**src/rtl/seq_cla_adder_pkg.sv**
```systemverilog
// seq_cla_adder_pkg: shared state encoding and sizing helpers for the sequential CLA adder.
package seq_cla_adder_pkg;
    typedef enum logic [1:0] {IDLE, RUN, DONE} state_e;
    localparam int NIBBLE = 4;
    function automatic int idx_w(input int slices);
        return (slices > 1) ? $clog2(slices) : 1;
    endfunction
endpackage

```
**src/rtl/seq_cla_adder.sv**
```systemverilog
// seq_cla_adder: feeds a shared 4-bit lookahead slice one nibble per cycle, chaining its carry
// through a register to build a WIDTH-bit sum with a one-cycle done pulse.
module seq_cla_adder
    import seq_cla_adder_pkg::*;
#(
    parameter int SLICES = 4,
    localparam int WIDTH = NIBBLE * SLICES
) (
    input  logic              clk,
    input  logic              rst_n,
    input  logic              start,
    input  logic [WIDTH-1:0]  a,
    input  logic [WIDTH-1:0]  b,
    input  logic              cin,
    output logic              busy,
    output logic              done,
    output logic [WIDTH-1:0]  sum,
    output logic              cout,
    output logic [NIBBLE-1:0] cla_a,
    output logic [NIBBLE-1:0] cla_b,
    output logic              cla_cin,
    input  logic [NIBBLE-1:0] cla_w,
    input  logic              cla_cout
);
    localparam int IW = idx_w(SLICES);

    state_e           state_q, state_d;
    logic [IW-1:0]    idx_q, idx_d;
    logic             carry_q, carry_d;
    logic [WIDTH-1:0] a_q, a_d, b_q, b_d, sum_q, sum_d;
    logic             cout_q, cout_d;
    logic             last;

    assign busy = state_q == RUN;
    assign done = state_q == DONE;
    assign sum  = sum_q;
    assign cout = cout_q;
    assign last = idx_q == IW'(SLICES - 1);

    always_comb begin
        state_d = state_q;
        idx_d   = idx_q;
        carry_d = carry_q;
        a_d     = a_q;
        b_d     = b_q;
        sum_d   = sum_q;
        cout_d  = cout_q;
        cla_a   = '0;
        cla_b   = '0;
        cla_cin = 1'b0;
        if (state_q == RUN) begin
            cla_a   = a_q[NIBBLE*idx_q +: NIBBLE];
            cla_b   = b_q[NIBBLE*idx_q +: NIBBLE];
            cla_cin = carry_q;
            sum_d[NIBBLE*idx_q +: NIBBLE] = cla_w;
            carry_d = cla_cout;
            idx_d   = last ? '0 : idx_q + IW'(1);
            cout_d  = last ? cla_cout : cout_q;
            state_d = last ? DONE : RUN;
        end else if (start) begin
            // IDLE and DONE accept alike, which gives back-to-back adds from DONE
            a_d     = a;
            b_d     = b;
            carry_d = cin;
            idx_d   = '0;
            state_d = RUN;
        end else begin
            state_d = IDLE;
        end
    end

    always_ff @(posedge clk) begin
        if (!rst_n) begin
            state_q <= IDLE;
            idx_q   <= '0;
            carry_q <= 1'b0;
            a_q     <= '0;
            b_q     <= '0;
            sum_q   <= '0;
            cout_q  <= 1'b0;
        end else begin
            state_q <= state_d;
            idx_q   <= idx_d;
            carry_q <= carry_d;
            a_q     <= a_d;
            b_q     <= b_d;
            sum_q   <= sum_d;
            cout_q  <= cout_d;
        end
    end
endmodule
```
**config.mk**
```make
export PLATFORM = sky130hd
export DESIGN_NAME = seq_cla_adder
export DESIGN_NICKNAME = d
export VERILOG_FILES = /design/src/rtl/seq_cla_adder_pkg.sv /design/src/rtl/seq_cla_adder.sv
export SDC_FILE = /design/constraint.sdc
export NUM_CORES = 1
export LEC_CHECK = 0
export BUFFER_PORTS_ARGS = -buffer_cell sky130_fd_sc_hd__buf_2
export CELL_PAD_IN_SITES_DETAIL_PLACEMENT = 0
export CELL_PAD_IN_SITES_GLOBAL_PLACEMENT = 2
export CORE_MARGIN = 3
export CORE_UTILIZATION = 30
export DETAILED_ROUTE_END_ITERATION = 6
export GPL_TIMING_DRIVEN = 0
export HOLD_SLACK_MARGIN = 0.08
export PLACE_DENSITY = 0.75
export RECOVER_POWER = 100
export SETUP_SLACK_MARGIN = 0.3
export SYNTH_ARGS = -nofsm -noshare
export SYNTH_HDL_FRONTEND = slang
export SYNTH_SLANG_ARGS = --single-unit
```
**constraint.sdc**
```tcl
create_clock -name clk -period 2 [get_ports clk]
set_input_delay 0.3 -clock clk [delete_from_list [all_inputs] [get_ports clk]]
set_output_delay 0.3 -clock clk [all_outputs]
set_load 0.03 [all_outputs]
```
==> results of run 1 <==
## Yosys cell counts (all sizes together) (4+ instances only)
cell type | instances | area [µm²]
nand2 | 22 | 82.6
clkbuf | 14 | 52.6
a21boi | 34 | 255
o22ai | 16 | 100
o21ai | 33 | 165
inv | 5 | 18.8
nand4 | 4 | 25.0
nand3 | 34 | 170
ha | 6 | 75.1
dfxtp | 54 | 1080
mux4 | 8 | 195
buf | 11 | 70.1
and2 | 13 | 81.3
## cell families (layout without fill, tap and decap cells)
kind of cell / Yosys count / count (layout)
AO/OA/AOI/OAI: 85 / 85
adder cells (fa/ha/maj): 6 / 6
buffers and inverters: 30 / 114
flip-flops: 54 / 54
multiplexers: 10 / 10
AND/OR/NAND/NOR: 83 / 83
## routing by layer
metal  track usage  share of wire  vias to the layer above
met4        0.0259         0.0048                        0
met5             0              0                        -
met3        0.0454          0.055                        2
met2         0.239           0.45                       59
li1              -              -                     1128
met1         0.219           0.49                     1042
## what timing repair did
item	4_1_cts	5_1_grt
resized for setup	36	17
setup endpoints to repair	27	25
buffers inserted	6	5
pin swaps	9	13
## power by group through the flow
stage                     sequential [mW]  clock, mW  combinational [mW]
after detailed placement             1.17          0               0.325
after CTS                            1.14      0.600               0.363
after global placement               1.17          0               0.325
after global routing                 1.15      0.652               0.422
after floorplan                      1.17          0               0.202
final                                1.14      0.576               0.378
## final timing paths
path                                  to  slack (ns)  depth (start not counted)
worst min-delay path              a_q[0]        0.25                          3
worst max register to register   sum[12]        0.20                          6
worst min register to register   sum[15]        0.47                          2
worst max-delay path            cla_a[2]        0.01                          5
## stage by stage
| stage | hold slack, ns | TNS (ns) | area (µm²) |
|---|---|---|---|
| floorplan | 0.447 | 0 | 2470 |
| global placement | 0.455 | -0.0950 | 2930 |
| detailed placement | 0.455 | -0.104 | 2930 |
| CTS | 0.237 | -0.0344 | 3140 |
| global route | 0.246 | -0.269 | 3170 |
| finish | 0.249 | 0 | 3170 |
## layout make-up
type,count,area [µm²]
sequential,54,1080
buffer,25,133
fill,837,4670
timing repair buffer,77,443
tap,102,128
multi-input combinational,184,1280
clock inverter,2,10.0
inverter,5,23.8
clock buffer,5,68.8
## flip-flops by register name (all words and copies together), names as in the netlist
signal / flops
cout: 1
carry_q: 1
a_q: 16
state_q: 2
sum: 16
b_q: 16
idx_q: 2
## tightest hold or removal path: cells and delay by family
| kind | cells | cell delay (ns) |
|---|---|---|
| buffers and inverters | 1 | 0.09 |
| AO/OA/AOI/OAI | 1 | 0.06 |
| AND/OR/NAND/NOR | 1 | 0.05 |
## layout by cell type, fill, tap and decap left out, drive strengths merged, types with 2 or more instances in the layout
cell type and instances:
ha 6, nor3 2, clkbuf 40, and2 13
inv 5, nand4 4, mux4 8, clkinv 2
o21ai 33, nand3 34, nor2b 2, o22ai 16
mux2i 2, nand2 22, dfxtp 54, a21boi 34
nor2 2, buf 67
==> flow_summary.ini, run 1 <==
[setup_path]
critPathRequiredTime_ns = 1.70
cp-end-kind = primary output
cp_common_cell = buf_6
cpMaxStageDelayCell = mux4_2
crit_path_cell_trace = buf_6 -> buf_8 -> mux4_2 -> and2_4 -> buf_6
arrival_ns = 1.69
slowest_delay_ns = 0.50
critPathKind = register to primary output
path_delay_family = multiplexers
worstReg2RegStart = state_q[1]
cp-start-kind = register
critical_path.startpoint = idx_q[0]
cp_num_buf_inv = 3
worst-path-max-fanout = 5

[yosys]
synth-adder-area-share = 0.0304
synth_compound_area_frac = 0.218
synth_area_per_cell_um2 = 9.21
synthSimpleGateAreaFrac = 0.169
ys_seq_area_frac = 0.438
synthXorXnorAreaFrac = 0
yosys_warnings = 0
synthCells = 268
synth-async-reset-ratio = 0
synth_area_um2 = 2470
syn_nets = 315
ys.flop_type = dfxtp_1
synth_edf_count = 0
synth_cell_types = 28
synth_mux_area_frac = 0.0872
synth_seq_cells = 54
synth_top_family_by_area = compound AO/OA/AOI/OAI gates

[clocking]
clkLatencyLatePin_ns = 0.30
clock-sinks = 54
cts_buffer_depth = 2
cts_buffers = 5
cts_root_buf = clkbuf_8
path_clk_slew_ns = 0.09
htreeDepth = 2
hold_buffers = 0
cts_tree = yes

[final_layout]
fin_nets = 399
syn_to_final_growth_pct = 28.5
finalNonFillerCells = 454
diodes = 0
final_util = 0.404
drive_gt1_frac = 0.278

[timing]
tightest_slew_ns = 0.529
finClkSkew_ns = 0.00414
fin_crit_sh = 0.995
rsz0062_at_grt = yes
max-slew-margin-rel = 0.647
setup_viol = 0
slew_violations = 0
hold_violations = 0
fmax_mhz = 502
setup_slack_ns = 0.00974
layout_min_cycle_time_ns = 1.99

[global_route]
grt_pass1_wl_um = 11900
grt_max_degree = 16
grt_pass1_vias = 2303
grt_overflow = 0
antenna_found_initial = 0
grt_usage = 0.155

[die]
io_pins = 69
die_h_um = 96.7
start_util = 0.315
core_area_um2 = 7850
die-area_um2 = 9350
rows = 32
die_x_um = 96.7

[detailed_routing]
route.detailed.drc = 0
wire_per_inst_um = 15.7
drt_iter0_drc = 82
wl_um = 7120
drt_pass1_iterations = 5
vias = 2231
via_per_inst = 4.91
drt.antenna.violating_nets = 0

[power]
ir_drop_v = 0.000289
seqPwrFrac = 0.545
power.total_mw = 2.10
clockPowerShare = 0.274
switchingPower_mw = 0.572
intPower_mw = 1.53
p_comb_frac = 0.180
leakage_nw = 1.23
sw_frac_of_total = 0.272
p_per_area_nw_per_um2 = 662

[flow_run]
cap_violations = 0

[status]
status = finished clean

[placed_design]
portBuffers = 66
dp_slack_ns = -0.0377
dp_cells = 436
dp_hpwl_um = 5060
place.gp.congestion = 0.760

[hold_path]
min_path_type = input port to register
hold_start = a[0]
(Power assumes the default switching activity.)
==> inputs of run 2 (changes only) <==
PLACE_DENSITY = default   (was 0.75)
PLACE_DENSITY_LB_ADDON = 0.1   (was default)
==> flow_summary.ini, run 2 (synthesis results as in run 1) <==
[status]
status = finished clean

[setup_path]
worst-path-max-fanout = 6
worstReg2RegStart = state_q[1]
critPathRequiredTime_ns = 1.70
crit_path_cell_trace = buf_8 -> buf_8 -> mux4_2 -> and2_4 -> buf_6
ff2ff_path_depth = 6
worstReg2RegEnd = sum[12]
critPathKind = register to primary output
cp-end-kind = primary output
r2r_setup_slack_ns = 0.22
cp_num_buf_inv = 3
cp_common_cell = buf_8
arrival_ns = 1.70
path_delay_family = multiplexers
cpMaxStageDelayCell = mux4_2
slowest_delay_ns = 0.49
cp-start-kind = register

[final_layout]
stdcell_area_um2 = 3240
most-common-layout-cells = 53 x dfxtp_1, 44 x buf_2, 34 x clkbuf_1, 34 x nand3_1, 34 x a21boi_0
diodes = 0
drive_gt1_frac = 0.278
final_util = 0.413
fillers = 859
syn_to_final_growth_pct = 31.3
fin_nets = 398
finalNonFillerCells = 454
final_common_cell = dfxtp_1

[power]
ir_drop_v = 0.000275
leakage_nw = 1.26
p_per_area_nw_per_um2 = 746

[clocking]
clock-sinks = 54
cts_tree = yes
path_clk_slew_ns = 0.10
cts_buffers = 5
hold_buffers = 0
htreeDepth = 2
clkLatencyLatePin_ns = 0.31
cts_buffer_depth = 2
cts_root_buf = clkbuf_8

[detailed_routing]
drt_pass1_iterations = 4
drt_iter0_drc = 54
vias = 2203
route.detailed.drc = 0
drt.antenna.violating_nets = 0
via_per_inst = 4.85
wl_um = 7180
wire_per_inst_um = 15.8

[global_route]
grt_max_degree = 17
grt_pass1_wl_um = 11900
antenna_found_initial = 0
grt_usage = 0.157
grt_pass1_vias = 2234
grt_overflow = 0

[timing]
rsz0062_at_grt = yes
slew_violations = 0
finClkSkew_ns = 0.00419
fin_crit_sh = 0.999
setup_viol = 0
layout_min_cycle_time_ns = 2.00
tightest_slew_ns = 0.529
hold_violations = 0
fmax_mhz = 501
max-slew-margin-rel = 0.647
finalSetupTns_ns = 0

[hold_path]
min_path_type = input port to register
whs_endpoint = a_q[0]
hold_start = a[0]
hold_depth = 3

[placed_design]
dp_hpwl_um = 5180
portBuffers = 66
place.gp.congestion = 0.761
dpl-instance-area_um2 = 2930
dp_cells = 436

[die]
io_pins = 69
die-area_um2 = 9350
die_x_um = 96.7
rows = 32
die_h_um = 96.7
core_area_um2 = 7850
start_util = 0.315

[flow_run]
cap_violations = 0
[run 2: changes by cell type in the layout (fill, tap and decap cells not counted), sizes merged]
cell and delta:
buf -2, bufinv +2, clkbuf +2, clkinv -2
[run 2: power breakdown]
group	switching [mW]	internal, mW	total (mW)
Sequential	0.0242	1.12	1.15
Combinational	0.205	0.170	0.375
Clock	0.362	0.534	0.896
[run 2: worst min-delay path, stage by stage]
cell      delay [ns]
buf_2           0.09
nand3_1         0.05
a21boi_0        0.06
[run 2: timing repair]
item,4_1_cts,5_1_grt
setup buffers,8,2
endpoints found under the setup margin,27,19
pin swaps,9,10
gates resized for setup,39,9
[run 2: routing by layer]
metal	share of wire	global-route usage
met1	0.49	0.217
met2	0.46	0.253
met3	0.042	0.0339
met4	0.0088	0.0324
met5	0	0
[run 2: worst max-delay path by stage]
stage                        start       end  slack (ns)  depth (start not counted)
after global placement    idx_q[1]   sum[11]       -0.10                          6
after floorplan           idx_q[0]  cla_a[1]        0.34                          4
after detailed placement  idx_q[1]   sum[12]        -0.1                          6
after CTS                 idx_q[0]  cla_a[1]      -0.008                          5
final                     idx_q[0]  cla_a[1]       0.002                          5
after global routing      idx_q[0]  cla_a[1]       -0.04                          5
[run 2: layout make-up]
| class | instances | area (µm²) | share of cell area |
|---|---|---|---|
| multi-input combinational | 184 | 1280 | 0.394 |
| sequential | 54 | 1080 | 0.335 |
| timing repair buffer | 76 | 444 | 0.137 |
| buffer | 25 | 143 | 0.0440 |
| tap | 102 | 128 | 0.0394 |
| clock buffer | 6 | 82.6 | 0.0255 |
| clock inverter | 2 | 60.1 | 0.0185 |
| inverter | 5 | 21.3 | 0.00656 |
[run 2: metrics by stage]
stage | setup slack [ns] | total power [mW] | hold slack [ns]
detailed placement | -0.0998 | 1.50 | 0.458
finish | 0.00250 | 2.42 | 0.239
global route | -0.0433 | 2.53 | 0.235
global placement | -0.101 | 1.50 | 0.455
floorplan | 0.336 | 1.37 | 0.447
CTS | -0.00780 | 2.44 | 0.235
==> inputs of run 3 (changes only) <==
TNS_END_PERCENT = 1   (was default)
clock period = 2.1 ns   (was 2 ns; I/O delays follow)
==> flow_summary.ini, run 3 (synthesis results as in run 1) <==
[power]
p_per_area_nw_per_um2 = 727
p_comb_frac = 0.140
power.total_mw = 2.26
leakage_nw = 1.22
ir_drop_v = 0.000258
intPower_mw = 1.71
switchingPower_mw = 0.551
sw_frac_of_total = 0.244
clockPowerShare = 0.378
seqPwrFrac = 0.483

[final_layout]
drive_gt1_frac = 0.214
most-common-layout-cells = 53 x dfxtp_1, 43 x buf_2, 34 x clkbuf_1, 34 x nand3_1, 34 x a21boi_0
fillers = 864
diodes = 0
fin_nets = 391
syn_to_final_growth_pct = 26.0
final_common_cell = dfxtp_1

[timing]
finClkSkew_ns = 0.00795
rsz0062_at_grt = yes
slew_violations = 0
setup_viol = 0
hold_ws_ns = 0.253
fin_crit_sh = 0.964
fmax_mhz = 494
layout_min_cycle_time_ns = 2.03
tightest_slew_ns = 0.513
max-slew-margin-rel = 0.658
hold_violations = 0

[setup_path]
cpMaxStageDelayCell = mux4_2
cp_common_cell = buf_8
r2r_setup_slack_ns = 0.30
crit_path_cell_trace = buf_8 -> buf_8 -> mux4_2 -> and2_0 -> buf_6
cp-start-kind = register
arrival_ns = 1.71
slowest_delay_ns = 0.48
cp-end-kind = primary output
critPathKind = register to primary output
worst-path-max-fanout = 6
critPathRequiredTime_ns = 1.78

[clocking]
cts_tree = yes
htreeDepth = 2
clkLatencyLatePin_ns = 0.31
cts_buffers = 5
path_clk_slew_ns = 0.10
cts_root_buf = clkbuf_8
cts_buffer_depth = 2
hold_buffers = 0
clock-sinks = 54

[die]
die_h_um = 96.7
io_pins = 69
die_x_um = 96.7
start_util = 0.315
rows = 32
die-area_um2 = 9350
core_area_um2 = 7850

[placed_design]
portBuffers = 66
dp_hpwl_um = 5180
place.gp.congestion = 0.761

[global_route]
grt_overflow = 0
grt_pass1_vias = 2190
grt_usage = 0.155
grt_max_degree = 17
grt_pass1_wl_um = 11700
antenna_found_initial = 0

[detailed_routing]
drt.antenna.violating_nets = 0
drt_pass1_iterations = 4
route.detailed.drc = 0
wire_per_inst_um = 15.9
drt_iter0_drc = 42
via_per_inst = 4.94
wl_um = 7110
vias = 2210

[status]
status = finished clean

[flow_run]
cap_violations = 0

[hold_path]
min_path_type = input port to register
-- run 3: changes by cell type in the layout (fill, tap and decap cells not counted), sizes merged --
cell,delta
buf,-13
clkbuf,+6
-- run 3: routing by layer --
| metal | GRT usage | vias up | share of wire |
|---|---|---|---|
| met5 | 0 | - | 0 |
| met1 | 0.217 | 1041 | 0.49 |
| met3 | 0.0324 | 7 | 0.048 |
| li1 | - | 1110 | - |
| met4 | 0.0324 | 0 | 0.0072 |
| met2 | 0.246 | 52 | 0.46 |
-- run 3: power by group through the flow --
stage	sequential [mW]	clock (mW)	combinational (mW)
after floorplan	1.12	0	0.192
after global placement	1.12	0	0.309
after detailed placement	1.12	0	0.311
after CTS	1.09	0.879	0.326
after global routing	1.10	0.910	0.355
final	1.09	0.853	0.316
-- run 3: stage by stage --
step / util / cells / setup TNS [ns] / setup WS [ns] / cell area (µm²)
finish: 0.396 / 447 / 0 / 0.0747 / 3110
global route: 0.396 / 447 / 0 / 0.0161 / 3110
CTS: 0.400 / 447 / 0 / 0.0544 / 3140
detailed placement: 0.373 / 436 / 0 / 0.000184 / 2930
global placement: 0.373 / 436 / -0.00119 / -0.00119 / 2930
floorplan: - / 268 / 0 / 0.421 / 2470
-- run 3: cell type report --
type | instances | area (µm²) | share of cell area
repair buffers | 69 | 355 | 0.114
well taps | 102 | 128 | 0.0410
plain buffers | 25 | 129 | 0.0414
clock inverters | 2 | 60.1 | 0.0193
clock buffers | 6 | 82.6 | 0.0266
flip-flops and latches | 54 | 1080 | 0.349
inverters | 5 | 18.8 | 0.00604
multi-input cells | 184 | 1250 | 0.402
-- run 3: critical path, delay by kind of cell, from the launching register on --
kind          cells  cell delay (ns)
flops             1             0.36
buf+inv           3             0.39
mux               1             0.48
simple gates      1             0.16
-- run 3: worst paths after layout --
check	startpoint	end	depth (start not counted)
hold reg to reg	sum[7]	sum[7]	2
hold / removal	a[0]	a_q[0]	3
setup / recovery	idx_q[0]	cla_b[1]	5
setup reg to reg	idx_q[0]	sum[11]	8
-- run 3: what timing repair did --
action,4_1_cts,5_1_grt
setup buffers,3,0
pin swaps,4,0
endpoints found under the setup margin,26,26
resized for setup,17,3
